<file path="src/rtl/mig_write_feeder.sv">
// Feeds 128-bit stacker chunks into the MIG user interface as one write command
// plus one single-beat write-data burst per chunk, with linear frame addressing.
module mig_write_feeder #(
  parameter int ADDR_W       = 27,
  parameter int ADDR_STEP    = 8,
  parameter int FRAME_CHUNKS = 4800
) (
  input  logic              clk,
  input  logic              rst_n,
  input  logic              init_calib_complete,
  input  logic              chunk_tvalid,
  output logic              chunk_tready,
  input  logic [127:0]      chunk_tdata,
  input  logic              chunk_tlast,
  output logic [ADDR_W-1:0] app_addr,
  output logic [2:0]        app_cmd,
  output logic              app_en,
  input  logic              app_rdy,
  output logic [127:0]      app_wdf_data,
  output logic [15:0]       app_wdf_mask,
  output logic              app_wdf_wren,
  output logic              app_wdf_end,
  input  logic              app_wdf_rdy,
  output logic              frame_done
);

  localparam int                CNT_W    = (FRAME_CHUNKS > 1) ? $clog2(FRAME_CHUNKS) : 1;
  localparam logic [CNT_W-1:0]  LAST_CNT = CNT_W'(FRAME_CHUNKS - 1);
  localparam logic [ADDR_W-1:0] STEP     = ADDR_W'(ADDR_STEP);

  logic              hold_valid;
  logic              cmd_done;
  logic              data_done;
  logic [127:0]      hold_data;
  logic              hold_last;
  logic [ADDR_W-1:0] hold_addr;
  logic [ADDR_W-1:0] addr_cnt;
  logic [CNT_W-1:0]  chunk_cnt;

  logic cmd_fire;
  logic data_fire;
  logic finish;
  logic accept;
  logic wrap;

  assign app_en       = hold_valid && !cmd_done && init_calib_complete;
  assign app_wdf_wren = hold_valid && !data_done && init_calib_complete;
  assign app_wdf_end  = app_wdf_wren;
  assign app_cmd      = 3'b000;
  assign app_wdf_mask = '0;
  assign app_addr     = hold_addr;
  assign app_wdf_data = hold_data;

  assign cmd_fire  = app_en && app_rdy;
  assign data_fire = app_wdf_wren && app_wdf_rdy;
  assign finish    = hold_valid && (cmd_done || cmd_fire) && (data_done || data_fire);

  // Combinational through finish so a draining entry can be replaced in the same cycle.
  assign chunk_tready = !hold_valid || finish;
  assign accept       = chunk_tvalid && chunk_tready;
  assign wrap         = chunk_tlast || (chunk_cnt == LAST_CNT);

  // NOTE: sequential state uses non-blocking assignments so every flop samples
  // pre-edge values regardless of statement order.
  always_ff @(posedge clk or negedge rst_n) begin
    if (!rst_n) begin
      hold_valid <= 1'b0;
      cmd_done   <= 1'b0;
      data_done  <= 1'b0;
      addr_cnt   <= '0;
      chunk_cnt  <= '0;
      frame_done <= 1'b0;
    end else begin
      frame_done <= finish && hold_last;

      if (accept)
        hold_valid <= 1'b1;
      else if (finish)
        hold_valid <= 1'b0;

      if (finish) begin
        cmd_done  <= 1'b0;
        data_done <= 1'b0;
      end else begin
        if (cmd_fire)  cmd_done  <= 1'b1;
        if (data_fire) data_done <= 1'b1;
      end

      if (accept) begin
        if (wrap) begin
          addr_cnt  <= '0;
          chunk_cnt <= '0;
        end else begin
          addr_cnt  <= addr_cnt + STEP;
          chunk_cnt <= chunk_cnt + 1'b1;
        end
      end
    end
  end

  // NOTE: the payload register carries no reset; it is qualified by hold_valid,
  // so resetting 150+ data flops would only add reset fan-out.
  always_ff @(posedge clk) begin
    if (accept) begin
      hold_data <= chunk_tdata;
      hold_last <= chunk_tlast;
      hold_addr <= addr_cnt;
    end
  end

endmodule

</file>
<file path="config.mk">
export PLATFORM = sky130hd
export DESIGN_NAME = mig_write_feeder
export DESIGN_NICKNAME = d
export VERILOG_FILES = /design/src/rtl/mig_write_feeder.sv
export SDC_FILE = /design/constraint.sdc
export NUM_CORES = 1
export LEC_CHECK = 0
export BUFFER_PORTS_ARGS = -buffer_cell sky130_fd_sc_hd__buf_2
export CAP_MARGIN = 0
export CORE_MARGIN = 2
export CORE_UTILIZATION = 42
export CTS_CLUSTER_SIZE = 24
export DETAILED_ROUTE_END_ITERATION = 8
export GPL_TIMING_DRIVEN = 0
export MAX_ROUTING_LAYER = met4
export PLACE_DENSITY = 0.73
export SYNTH_ARGS = -nofsm -noshare
export SYNTH_HDL_FRONTEND = slang
export SYNTH_SLANG_ARGS = --single-unit
</file>
<file path="constraint.sdc">
create_clock -name clk -period 6 [get_ports clk]
set_input_delay 0.9 -clock clk [delete_from_list [all_inputs] [get_ports clk]]
set_output_delay 0.9 -clock clk [all_outputs]
set_load 0.005 [all_outputs]
</file>
; ---- Yosys cells after proc, flatten, opt, wreduce, memory -nomap -nowiden
; Cells that the tools add are included.
[op_classes]
multipliers = 0
eq_ne = 1
n_lt_le_gt_ge = 0
reduce_logical = 20
muxes = 8
addsub = 2
bitwise_logic = 0
div_mod_pow = 0
n_shift = 0
[op_table]
columns = op, count
row1 = $add A27 B4 Y27 const B, 1
row2 = $mux W27, 1
row3 = $add A13 B1 Y13 const B, 1
row4 = $eq A13 B13 Y1 const B, 1
row5 = $mux W13, 1
row6 = $logic_and A1 B1 Y1, 10
row7 = $mux W1, 6
row8 = $reduce_bool A2 Y1, 3
row9 = $logic_or A1 B1 Y1, 4
row10 = $logic_not A1 Y1, 3
[totals]
rom_bits = 0
latchBits = 0
register_bits = 200
ramBits = 0
out_inout_bits = 179
input_bits = 135
mem_count = 0
elab_cells = 40

; ---- Longest topological paths before layout
[depth]
ltp_word = 10
mapped_depth = 7
mapped_depth_nobuf = 6

; ---- Worst setup path before layout
; Ideal clock, no wire load.
[synth_path]
kind = input port to flip-flop
start = input port app_rdy
end = register addr_cnt[13]
setup_time_ns = 0.122
slack_ns = -0.511
t_arrival_ns = 6.390
path_stages = 6
cell_sequence = o22a_1 > o221ai_2 > clkinv_1 > clkbuf_1 > o21ai_0 > a21o_1
[synth_via]
elab_chain_len = 6
[synth_lines]
columns = item, line_no
row1 = start: declaration, 18  ; input logic app_rdy,
row2 = $logic_and A1 B1 Y1, 54  ; assign cmd_fire = app_en && app_rdy;
row3 = $logic_or A1 B1 Y1, 56  ; assign finish = hold_valid && (cmd_done || cmd_fire) && (data_done || data_fire);
row4 = $logic_and A1 B1 Y1 (2 in a row), 56
row5 = $logic_or A1 B1 Y1, 59  ; assign chunk_tready = !hold_valid || finish;
row6 = $logic_and A1 B1 Y1, 60  ; assign accept = chunk_tvalid && chunk_tready;
row7 = named net accept, 43  ; logic accept;
row8 = end signal: assignment, 94  ; addr_cnt <= addr_cnt + STEP;
row9 = end: declaration, 37  ; logic [ADDR_W-1:0] addr_cnt;
; The timed path passes the listed nets, and every way through them passes these cells.
; A chain may end at the register's enable or synchronous reset.

; ---- Worst setup path in the final report
[layout_path]
start = input port app_rdy
end = register hold_data[53] (netlist: app_wdf_data[53]) (enable)
[layout_via]
elab_chain_len = 6
[layout_lines]
columns = item, line_no
row1 = $logic_and A1 B1 Y1, 54
row2 = $logic_or A1 B1 Y1, 56
row3 = $logic_and A1 B1 Y1 (2 in a row), 56
row4 = $logic_or A1 B1 Y1, 59
row5 = $logic_and A1 B1 Y1, 60
row6 = named net accept, 43
row7 = end signal: assignment, 105  ; hold_data <= chunk_tdata;
row8 = end: declaration, 34  ; logic [127:0] hold_data;
; The timed path passes the listed nets, and every way through them passes these cells.

==> flow_summary.yaml <==
critical_path:
  cp_cell_sequence: "buf_2 -> o22a_1 -> o221ai_2 -> clkinv_1 -> clkbuf_8 -> buf_16"
  critPathLaunchType: "input port"
  crit_type: "input port to flop"
  crit_fanout: 90
  cp.required_ns: 6.12
  cp_slowest_cell: "clkbuf_8"
  end_kind: "flop"
  cp.arrival_ns: 2.74
  critPathMaxStageDelay_ns: 0.46
power:
  power_leakage_nw: 4.08
  p_comb_frac: 0.117
  clkPwrFrac: 0.364
  irDropWorstVdd_uv: 215
  p_sw_mw: 0.796
  p_int_mw: 2.50
  power_density_mw_per_mm2: 347
  pwr-share-seq: 0.519
  p_sw_frac: 0.242
clocking:
  clk_pin_slew_ns: 0.07
  cts_buffers: 17
  clk_latency_ns: 0.43
  holdBufCountCts: 0
  cts-root-buf: "clkbuf_16"
  cts_resized: 0
  clk_path_buf_depth: 2
  cts_setup_buffers: 0
  htreeDepth: 4
  cts_tree: "built"
  cts.sinks: 194
worst_hold_path:
  holdCritPathClass: "flop to flop"
global_route:
  grt_use_total: 0.207
  antenna_found_initial: 6
  grt_pass1_wl_mm: 26.3
  grt_overflow: 0
  grt_start_max_net_pins: 91
  grt_pass1_vias: 4546
sta:
  tns_ns: 0
  slew_viol_final: 0
  hold_viol: 0
  finClkSkew_ns: 0.00870
  fin_ws_ns: 3.39
  worstMarginPinSlew_ns: 0.932
  fin_crit_ns: 2.61
  min_period_over_period: 0.435
  whs_ns: 0.454
  slew_headroom: 0.379
  rsz0062_at_grt: "no"
  max_freq_mhz: 383
  setup_viol_count_final: 0
drt:
  drtAntennaViolNets: 0
  drt_iter0_drc: 392
  dr.pass1.iters: 5
  wl_per_cell_um: 17.6
  avgViaCountPerCell: 4.73
  totalWireLength_mm: 17.7
  vias: 4747
  route.detailed.drc: 0
logic_synthesis:
  ys_warn_count: 0
  synth.area.top_cells: "edfxtp_1 (65%), dfrtp_1 (15%), buf_4 (2.5%)"
  synth-xor-area-share: 0.00499
  synth.avg_cell_area_um2: 16.2
  synthAdderAreaFrac: 0.00357
  ys_ff_latch: 194
  muxShareOfSynthArea: 0.0114
  synth_edf_count: 153
  synth_seq_area_share: 0.801
  ys.flop_type: "edfxtp_1"
  synth_top_family_by_area: "simple AND/OR/NAND/NOR gates"
  async_flop_share: 0.211
  yosysTopAreaCell: "edfxtp_1"
  syn-cell-area_mm2: 0.00702
  yosys.area_share.simple: 0.0881
  synth_cell_types: 45
  synth.top_cell.area_share: 0.655
  synth_compound_area_frac: 0.0544
  syn_inst: 433
final_layout:
  finalInstanceArea_mm2: 0.00951
  nets: 902
  area_delta_synth_final_pct: 35.5
  utilization: 0.578
  drive_gt1_frac: 0.458
  nFillCells: 1323
floorplan:
  dieHeight_um: 133
  rows: 47
  ioPinCount: 314
  die_x_um: 133
  dieArea_mm2: 0.0178
  core-area_mm2: 0.0165
  start_util: 0.426
placed_design:
  io_buffers: 291
  postPlaceCellArea_mm2: 0.00887
  place_hpwl_mm: 13.2
  dpl_worst_slack_ns: 2.96
  gp_congestion: 0.876
job:
  maxCapViolCount: 0
outcome:
  status: "complete, no violations"
## registers in the layout, indices dropped and copies added (netlist names)
signal	flops
addr_cnt	24
app_addr	24
app_wdf_data	128
chunk_cnt	13
cmd_done	1
data_done	1
frame_done	1
hold_last	1
hold_valid	1
## cells in the final DEF, fill, tap and decap left out, types with 4 or more instances in the layout
cell type and n:
o21ai_0 24, diode_2 6, buf_4 23, nor2_1 25, clkbuf_16 17, edfxtp_1 153, inv_1 9, a21o_1 10
buf_2 295, or3_1 5, dfrtp_1 41, nor4_1 5, a21oi_1 9, nor3_1 17, mux2i_1 8, nand4_1 11
bufinv_16 4, nand2_1 21, conb_1 22, nand2b_1 4, xor2_1 4, nand3_1 20, inv_6 4
## routing by layer
metal	share of wire	up-vias	track usage
met5	0	-	-
met4	0.028	0	0.0946
met3	0.070	30	0.0529
met2	0.53	191	0.344
met1	0.37	2268	0.237
li1	-	2258	-
## kinds of logic after synthesis
| kind of cell | after synthesis |
|---|---|
| compound gates | 60 |
| simple gates | 121 |
| fa+ha+maj | 2 |
| buf+inv | 43 |
| other cells | 1 |
| flops | 194 |
| mux | 8 |
| xor+xnor | 4 |
## per-stage QoR
step	instances	power [mW]
floorplan	454	1.91
global route	1003	3.43
CTS	997	3.32
finish	1003	3.30
global placement	965	2.12
detailed placement	966	2.12
## worst paths after layout
| path | start | end | slack [ns] | cells past startpoint |
|---|---|---|---|---|
| max | app_rdy | app_wdf_data[53] | 3.39 | 6 |
| min | addr_cnt[18] | app_addr[18] | 0.45 | 0 |
| max reg2reg | cmd_done | app_wdf_data[53] | 3.52 | 5 |
| min reg2reg | addr_cnt[18] | app_addr[18] | 0.45 | 0 |
| max in group asynchronous | rst_n | chunk_cnt[6] | 4.80 | 1 |
| min in group asynchronous | rst_n | addr_cnt[20] | 0.61 | 1 |
## power by group through the flow
stage	Sequential (mW)	Combinational, mW	Clock [mW]
after detailed placement	1.74	0.386	0
after floorplan	1.76	0.152	0
after global placement	1.75	0.370	0
after global routing	1.73	0.428	1.27
after CTS	1.71	0.388	1.23
final	1.71	0.385	1.20
## critical path: cells and delay by family
family,cells,cell delay [ns]
compound gates,2,0.49
buf+inv,4,1.29
## synth_stat cells, types with 2 or more instances
cell       count
and2_1         2
nor3_1        17
nor3b_1        3
o21ai_0       24
inv_1          9
buf_2          4
nor2_1        25
nand3_1       20
edfxtp_1     153
nand2b_1       4
o2bb2ai_1      3
mux2i_1        8
a31oi_1        3
or3_1          5
a21oi_1        9
dfrtp_1       41
xor2_1         4
a22o_1         3
ha_1           2
buf_4         23
nor4_1         5
clkbuf_1       3
nand2_1       21
clkbuf_2       2
a21o_1        10
nand4_1       11
## final cells by class
cell class                      instances  area (µm²)  share of cell area
Buffer                                 33         228              0.0239
Sequential cell                       194        5620               0.591
Tap cell                              220         275              0.0289
Antenna cell                            6        15.0             0.00158
Clock buffer                           17         425              0.0447
Clock inverter                         14         201              0.0212
Multi-Input combinational cell        217        1220               0.129
Timing Repair Buffer                  292        1480               0.156
Inverter                               10        37.5             0.00395
Power figures use the tool's default switching activity.
